**src/rtl/rand_sched_if.sv**
```systemverilog
// rand_sched_if: requester-side bundle for the shared random scheduler.
// Carries the LFSR input, requests, per-requester limits and results.
interface rand_sched_if #(
   parameter int N_REQ = 4
) ();
   logic [9:0]          rnd;
   logic [N_REQ-1:0]    req;
   logic [10*N_REQ-1:0] limit;
   logic [N_REQ-1:0]    ack;
   logic [9:0]          value;
   logic                busy;

   modport master (
      output rnd, req, limit,
      input  ack, value, busy
   );

   modport slave (
      input  rnd, req, limit,
      output ack, value, busy
   );
endinterface

```
**src/rtl/rand_sched.sv**
```systemverilog
// rand_sched: round-robin sharing of one LFSR among N_REQ requesters,
// with a draw gap and a 10-step restoring reduction into 0..limit.
module rand_sched #(
   parameter int N_REQ = 4,
   parameter int GAP   = 10
) (
   input logic         clk_22,
   input logic         rst,
   rand_sched_if.slave bus
);
   localparam int PW = $clog2(N_REQ);

   typedef enum logic [1:0] {IDLE, DIV, DONE} state_t;

   state_t           state_q, state_d;
   logic [PW-1:0]    ptr_q, ptr_d;
   logic [PW-1:0]    g_q, g_d;
   logic [5:0]       gcnt_q, gcnt_d;
   logic [9:0]       sample_q, sample_d;
   logic [10:0]      div_q, div_d;
   logic [9:0]       rem_q, rem_d;
   logic [3:0]       bitcnt_q, bitcnt_d;
   logic [N_REQ-1:0] ack_q, ack_d;
   logic [9:0]       value_q, value_d;

   logic [5:0]       gcnt_inc;
   logic             found;
   logic [PW-1:0]    win;
   logic [PW:0]      sum;
   logic [PW-1:0]    idx;
   logic [10:0]      t;
   logic [10:0]      diff;

   always_ff @(posedge clk_22 or negedge rst) begin
      if (!rst) begin
         state_q  <= IDLE;
         ptr_q    <= '0;
         g_q      <= '0;
         gcnt_q   <= '0;
         sample_q <= '0;
         div_q    <= '0;
         rem_q    <= '0;
         bitcnt_q <= '0;
         ack_q    <= '0;
         value_q  <= '0;
      end else begin
         state_q  <= state_d;
         ptr_q    <= ptr_d;
         g_q      <= g_d;
         gcnt_q   <= gcnt_d;
         sample_q <= sample_d;
         div_q    <= div_d;
         rem_q    <= rem_d;
         bitcnt_q <= bitcnt_d;
         ack_q    <= ack_d;
         value_q  <= value_d;
      end
   end

   // Round-robin search starting at ptr, wrapping modulo N_REQ.
   always_comb begin
      found = 1'b0;
      win   = '0;
      sum   = '0;
      idx   = '0;
      for (int k = 0; k < N_REQ; k++) begin
         sum = {1'b0, ptr_q} + (PW+1)'(k);
         if (sum >= (PW+1)'(N_REQ))
            sum = sum - (PW+1)'(N_REQ);
         idx = sum[PW-1:0];
         if (!found && bus.req[idx]) begin
            found = 1'b1;
            win   = idx;
         end
      end
   end

   always_comb begin
      gcnt_inc = (gcnt_q == 6'd63) ? gcnt_q : gcnt_q + 6'd1;
      t        = {rem_q, sample_q[bitcnt_q]};
      diff     = t - div_q;

      state_d  = state_q;
      ptr_d    = ptr_q;
      g_d      = g_q;
      gcnt_d   = gcnt_inc;
      sample_d = sample_q;
      div_d    = div_q;
      rem_d    = rem_q;
      bitcnt_d = bitcnt_q;
      ack_d    = '0;
      value_d  = value_q;

      unique case (state_q)
         IDLE: begin
            // gcnt_inc is the count as seen at this edge
            if (found && gcnt_inc >= 6'(GAP)) begin
               state_d  = DIV;
               g_d      = win;
               sample_d = bus.rnd;
               div_d    = 11'(bus.limit[int'(win)*10 +: 10]) + 11'd1;
               gcnt_d   = '0;
               rem_d    = '0;
               bitcnt_d = 4'd9;
            end
         end
         DIV: begin
            rem_d    = (t >= div_q) ? diff[9:0] : t[9:0];
            bitcnt_d = bitcnt_q - 4'd1;
            if (bitcnt_q == 4'd0)
               state_d = DONE;
         end
         DONE: begin
            value_d      = rem_q;
            ack_d[g_q]   = 1'b1;
            ptr_d        = (g_q == PW'(N_REQ-1)) ? '0 : g_q + PW'(1);
            state_d      = IDLE;
         end
         default: state_d = IDLE;
      endcase
   end

   assign bus.ack   = ack_q;
   assign bus.value = value_q;
   assign bus.busy  = (state_q != IDLE);
endmodule

```
**src/flat_wrapper.sv**
```systemverilog
// flat-port wrapper written by rule: the top's interface ports become plain ports
module rand_sched_flat 
#(
   parameter int N_REQ = 4,
   parameter int GAP   = 10
)
  (clk_22, rst, bus_rnd, bus_req, bus_limit, bus_ack, bus_value, bus_busy);
  rand_sched_if #(.N_REQ(N_REQ)) bus_i ();
  input logic clk_22;
  input logic rst;
  input wire logic [$bits(bus_i.rnd)-1:0] bus_rnd;
  input wire logic [$bits(bus_i.req)-1:0] bus_req;
  input wire logic [$bits(bus_i.limit)-1:0] bus_limit;
  output wire logic [$bits(bus_i.ack)-1:0] bus_ack;
  output wire logic [$bits(bus_i.value)-1:0] bus_value;
  output wire logic [$bits(bus_i.busy)-1:0] bus_busy;
  assign bus_i.rnd = bus_rnd;
  assign bus_i.req = bus_req;
  assign bus_i.limit = bus_limit;
  assign bus_ack = bus_i.ack;
  assign bus_value = bus_i.value;
  assign bus_busy = bus_i.busy;
  rand_sched #(.N_REQ(N_REQ), .GAP(GAP)) u_core (.clk_22(clk_22), .rst(rst), .bus(bus_i));
endmodule
```
**config.mk**
```make
export PLATFORM = sky130hd
export DESIGN_NAME = rand_sched_flat
export DESIGN_NICKNAME = d
export VERILOG_FILES = /design/src/rtl/rand_sched_if.sv /design/src/rtl/rand_sched.sv /design/src/flat_wrapper.sv
export SDC_FILE = /design/constraint.sdc
export NUM_CORES = 1
export LEC_CHECK = 0
export ABC_AREA = 0
export CELL_PAD_IN_SITES_DETAIL_PLACEMENT = 0
export CELL_PAD_IN_SITES_GLOBAL_PLACEMENT = 1
export CORE_MARGIN = 3
export CORE_UTILIZATION = 36
export DETAILED_ROUTE_END_ITERATION = 8
export PLACE_DENSITY_LB_ADDON = 0.1
export SLEW_MARGIN = 20
export SYNTH_ARGS = -nofsm -noshare
export SYNTH_HDL_FRONTEND = slang
export SYNTH_SLANG_ARGS = --single-unit
```
**constraint.sdc**
```tcl
create_clock -name clk_22 -period 3.15 [get_ports clk_22]
set_input_delay 0.7875 -clock clk_22 [delete_from_list [all_inputs] [get_ports clk_22]]
set_output_delay 0.7875 -clock clk_22 [all_outputs]
set_load 0.02 [all_outputs]
```
Yosys cells after proc, flatten, opt, wreduce, memory -nomap -nowiden:

Cells that the tools add are included.

* register bits after elaboration: 61
* bits of input ports: 56
* output and inout port bits: 15

* add/subtract/negate cells: 12
* $mul: 1
* magnitude comparators: 13
* equality and inequality tests: 6
* shift operators: 1
* multiplexer cells: 37
* reduce and logical (&&, ||, !) cells: 15

Operators with widths (number)
* $shiftx A40 B32 Y10: 1
* $mux W2: 11
* $mux W10: 2
* $pmux W10 S2: 1
* $mux W6: 3
* $lt A2 B3 Y1 const B: 5
* $add A10 B1 Y11 const B: 1
* $ge A11 B11 Y1: 1
* $mux W1: 10
* $sub A10 B10 Y10: 1
* $ge A3 B3 Y1 const B: 3
* $bmux W1 S2: 4
* $mux W4: 2
* $pmux W4 S2: 1
* $sub A2 B1 Y2 const B: 4
* $add A2 B2 Y3 const B: 2
* $add A6 B1 Y6 const B: 1
* $eq A6 B6 Y1 const B: 1
* $ge A6 B4 Y1 const B: 1
* $reduce_and A2 Y1: 3
* $logic_and A1 B1 Y1: 5
* $lt A4 B5 Y1 const B: 1
* $mul A2 B3 Y5 const B: 1
* $bmux W1 S4: 1
* other kinds (14): 19

Logic depth before layout (Yosys ltp):

* depth after elaboration: 17
* gate-level depth with buffers: 14
* depth with buffers taken out: 13

Worst setup path after synthesis:

Ideal clock, no wire load.

* path type: register to register
* from: register u_core.bitcnt_q[0]
* to: register u_core.rem_q[0]
* data arrival time: 3.204 ns
* data required time: 3.067 ns
* setup slack: -0.137 ns
* cell stages (with the launch flop): 15
* path buffers: 2
* clock period less this slack: 3.287 ns
* cell sequence: dfrtp_1 > clkbuf_1 > mux4_2 > nand2_1 > a21oi_1 > a31oi_1 > ha_1 > nor2b_1 > o21a_1 > o21ai_0 > a211oi_1 > o32ai_1 > buf_2 > mux2_2 > o21ai_0

* cells in the longest elaborated chain, start to end: 5
* elaborated cells on any way between the ends: 6
* classes of those cells: add/sub (1); order compare (1); mux (4)

RTL lines
* start: declaration: line rand_sched.sv:22 `logic [3:0] bitcnt_q, bitcnt_d;`
* start signal: assignment: line rand_sched.sv:54 `bitcnt_q <= bitcnt_d;`
* $bmux W1 S4 (*): line rand_sched.sv:80 `t = {rem_q, sample_q[bitcnt_q]};`
* $mux W1 (not written as such) (*): line rand_sched.sv:80
* $sub A10 B10 Y10 or $ge A11 B11 Y1 (tied branches): line rand_sched.sv:81, rand_sched.sv:108
* $mux W10 (*): line rand_sched.sv:108 `rem_d = (t >= div_q) ? diff[9:0] : t[9:0];`
* $pmux W10 S2 (*): line rand_sched.sv:94 `unique case (state_q)`
* end signal: assignment: line rand_sched.sv:53 `rem_q <= rem_d;`
* end: declaration: line rand_sched.sv:21 `logic [9:0] rem_q, rem_d;`

Every way passes the cells marked *; elsewhere a longest branch is shown, timed or not. The select of a mux whose other input is x is not followed.
A chain may end at the register's enable or synchronous reset.

Worst setup path in the final report:

Ends and elaborated chain as after synthesis.

==> run_results.csv <==
group,metric,value,unit
clock_tree,holdBufCountCts,0,
sta,skew,0.0113,ns
detailed_routing,vias,3231,
place,port_buffers,70,
final_layout,post-route-util,0.515,
job,max_cap_violations,0,
sta,setup_tns,0,ns
clock_tree,cts.sinks,61,
grt,grt_pass1_vias,3241,
setup_path,reg2reg_depth,12,
sta,setup_viol,0,
detailed_routing,drc_errors,0,
setup_path,start_kind,"flip-flop",
die,pin_count,71,
yosys,synthMuxAreaShare,0.126,
grt,antenna_found_initial,0,
worst_hold_path,hold_end,"u_core.bus.value[6]",
place,post_dp_cell_area,4900,um^2
grt,grt_first_pass_wirelength,15000,um
yosys,syn_inst,412,
die,die_h,108,um
place,place.gp.congestion,0.827,
final_layout,n_antenna_cell,0,
yosys,yosysWarnings,0,
die,fp.coreArea,9950,um^2
power,p_leak,2.38,nW
clock_tree,cts_buffers,9,
detailed_routing,drt_pass1_iterations,4,
yosys,ys_seq_elements,61,
setup_path,r2r_end,"u_core.rem_q[0]",
sta,fmax,329,MHz
yosys,yosys-top-cells-area,"dfrtp_1, mux2i_1, nand2_1, ha_1, o21ai_0",
yosys,synth_xor_area_frac,0.0209,
yosys,yosysTopAreaCellShare,0.405,
worst_hold_path,whs_path_depth,2,
yosys,synthFlopType,"dfrtp_1",
place,place_hpwl,6660,um
setup_path,cp.required,3.42,ns
yosys,ys_seq_area_frac,0.405,
final_layout,stdcell_area,5130,um^2
grt,grt_max_degree,43,
die,initial_core_util,0.378,
place,pre_cts_ws,-0.162,ns
setup_path,r2r_slack,0.11,ns
yosys,syn-num-nets,487,
setup_path,cp_max_fo,3,
yosys,synth_top_family_by_area,"simple AND/OR/NAND/NOR gates",
final_layout,final_nets,592,
yosys,synthDistinctLibCells,55,
clock_tree,worstSkewPairLatency,0.34,ns
detailed_routing,routed_via_density,4.93,
sta,tightest_slew,0.977,ns
final_layout,mostFrequentLayoutCells,"nand2_1, clkdlybuf4s50_1, dfrtp_1, buf_4, mux2i_1",
clock_tree,cts-root-buf,"clkbuf_8",
yosys,synth_simple_gate_area_share,0.204,
worst_hold_path,hold_path_class,"flip-flop to flip-flop",
setup_path,critPathKind,"flip-flop to flip-flop",
setup_path,r2r_start,"u_core.bitcnt_q[0]",
die,die_area,11700,um^2
sta,finalMaxSlewViolations,0,
grt,grt_use_total,0.160,
final_layout,drive_above_1_share,0.163,
yosys,postSynthAreaPerCell,9.14,um^2
clock_tree,clk_path_buf_depth,2,
yosys,synth_top_area_cell,"dfrtp_1",
yosys,synth-edff-count,0,
setup_path,critPathCaptureType,"flip-flop",
grt,globalRoute.totalOverflow,0,
yosys,syn-cell-area,3770,um^2
sta,finalHoldViolations,0,
detailed_routing,wirelength,8650,um
detailed_routing,wl_per_cell,13.2,um
clock_tree,clk_pin_slew_worst_paths,0.07,ns
outcome,outcome,"finished clean",
power,vdd_drop_max,0.314,mV
final_layout,area_growth,36.2,%
yosys,synth_adder_area_share,0.0651,
setup_path,cp.arrival,3.31,ns
die,placementRows,36,
clock_tree,h-tree-depth,3,
sta,fin_ws,0.110,ns
sta,fin_crit,3.04,ns
sta,slew_headroom,0.347,
power,power,5.15,mW
final_layout,layout_commonest_cell,"nand2_1",
clock_tree,cts_tree,"yes",
power,powerDensity,1000,nW/um^2
sta,final.period_utilization,0.965,
sta,rsz0062_at_grt,"true",
worst_hold_path,hp-start,"u_core.bus.value[6]",
yosys,async_flop_share,1.00,
detailed_routing,antenna_left,0,
die,die_w,108,um
yosys,synth_compound_area_frac,0.131,
detailed_routing,drt-initial-drc-count,97,
[power breakdown]
| group | switching (mW) | internal (mW) |
|---|---|---|
| registers | 0.295 | 1.13 |
| clock network | 0.300 | 0.280 |
| logic | 1.58 | 1.55 |
| total | 2.18 | 2.97 |
[sequential cells by signal, summed over array words and instances, names as in the netlist]
signal,count
u_core.bus.value,10
u_core.bitcnt_q,4
u_core.ptr_q,2
u_core.rem_q,10
u_core.g_q,2
u_core.gcnt_q,6
u_core.sample_q,10
u_core.bus.ack,4
u_core.state_q,2
u_core.div_q,11
[worst max-delay path, stage by stage (launching register included)]
cell	delay (ns)
dfrtp_2	0.41
mux4_2	0.51
nand2_1	0.09
a21oi_2	0.05
a31oi_2	0.22
ha_2	0.32
nand4_1	0.09
nor2_1	0.04
a211o_1	0.28
o32ai_2	0.33
buf_4	0.18
mux2_2	0.33
o21ai_2	0.11
[routing by layer]
| metal | part of all wire | routed length (um) | up-vias | GRT usage |
|---|---|---|---|---|
| met4 | 0.020 | 177 | 0 | 0.0541 |
| met3 | 0.047 | 409 | 15 | 0.0424 |
| met2 | 0.46 | 3990 | 75 | 0.263 |
| met1 | 0.47 | 4070 | 1478 | 0.205 |
| li1 | - | - | 1663 | - |
| met5 | 0 | 0 | - | 0 |
[logic make-up (layout without fill, tap and decap cells)]
family / Yosys count / after routing
AND/OR/NAND/NOR: 164 / 164
AO/OA/AOI/OAI: 78 / 78
flip-flops: 61 / 61
multiplexers: 41 / 41
buffers and inverters: 40 / 150
adder cells (fa/ha/maj): 19 / 19
XOR/XNOR: 9 / 9
[repair_timing]
action / CTS / global route
pin swaps: 1 / 6
setup buffers: 0 / 3
gates resized for setup: 6 / 11
setup endpoints to repair: 9 / 8
[cells in the mapped netlist (all sizes together), types with 4 or more instances]
cell type / instances
nand2: 77
dfrtp: 61
mux2i: 36
o21ai: 32
inv: 22
nand3: 21
nor2: 20
ha: 18
clkbuf: 12
a21oi: 11
a31oi: 8
nor3: 8
nand4: 7
buf: 6
xnor2: 6
and2: 5
nor2b: 5
nand2b: 4
nor4: 4
or3: 4
[how the worst max path moves through the flow]
| stage | startpoint | end |
|---|---|---|
| 2_1_floorplan | u_core.bitcnt_q[0] | u_core.rem_q[0] |
| 3_3_place_gp | bus_req[2] | u_core.div_q[6] |
| 3_5_place_dp | u_core.bitcnt_q[0] | u_core.rem_q[0] |
| 4_1_cts | u_core.bitcnt_q[0] | u_core.rem_q[6] |
| 5_1_grt | u_core.bitcnt_q[0] | u_core.rem_q[0] |
| 6_report | u_core.bitcnt_q[0] | u_core.rem_q[0] |
[cell type report]
class,instances,area (um^2)
fill,962,4820
multi-input combinational,311,2120
sequential,61,1530
timing repair buffer,112,1080
tap,133,166
clock buffer,11,131
inverter,22,82.6
clock inverter,5,27.5
[metrics by stage]
step,instances,hold WS [ns]
after floorplan,412,0.440
after global placement,636,0.457
after detailed placement,636,0.462
after CTS,652,0.479
after global routing,655,0.505
final,655,0.471
(Power assumes the default switching activity.)
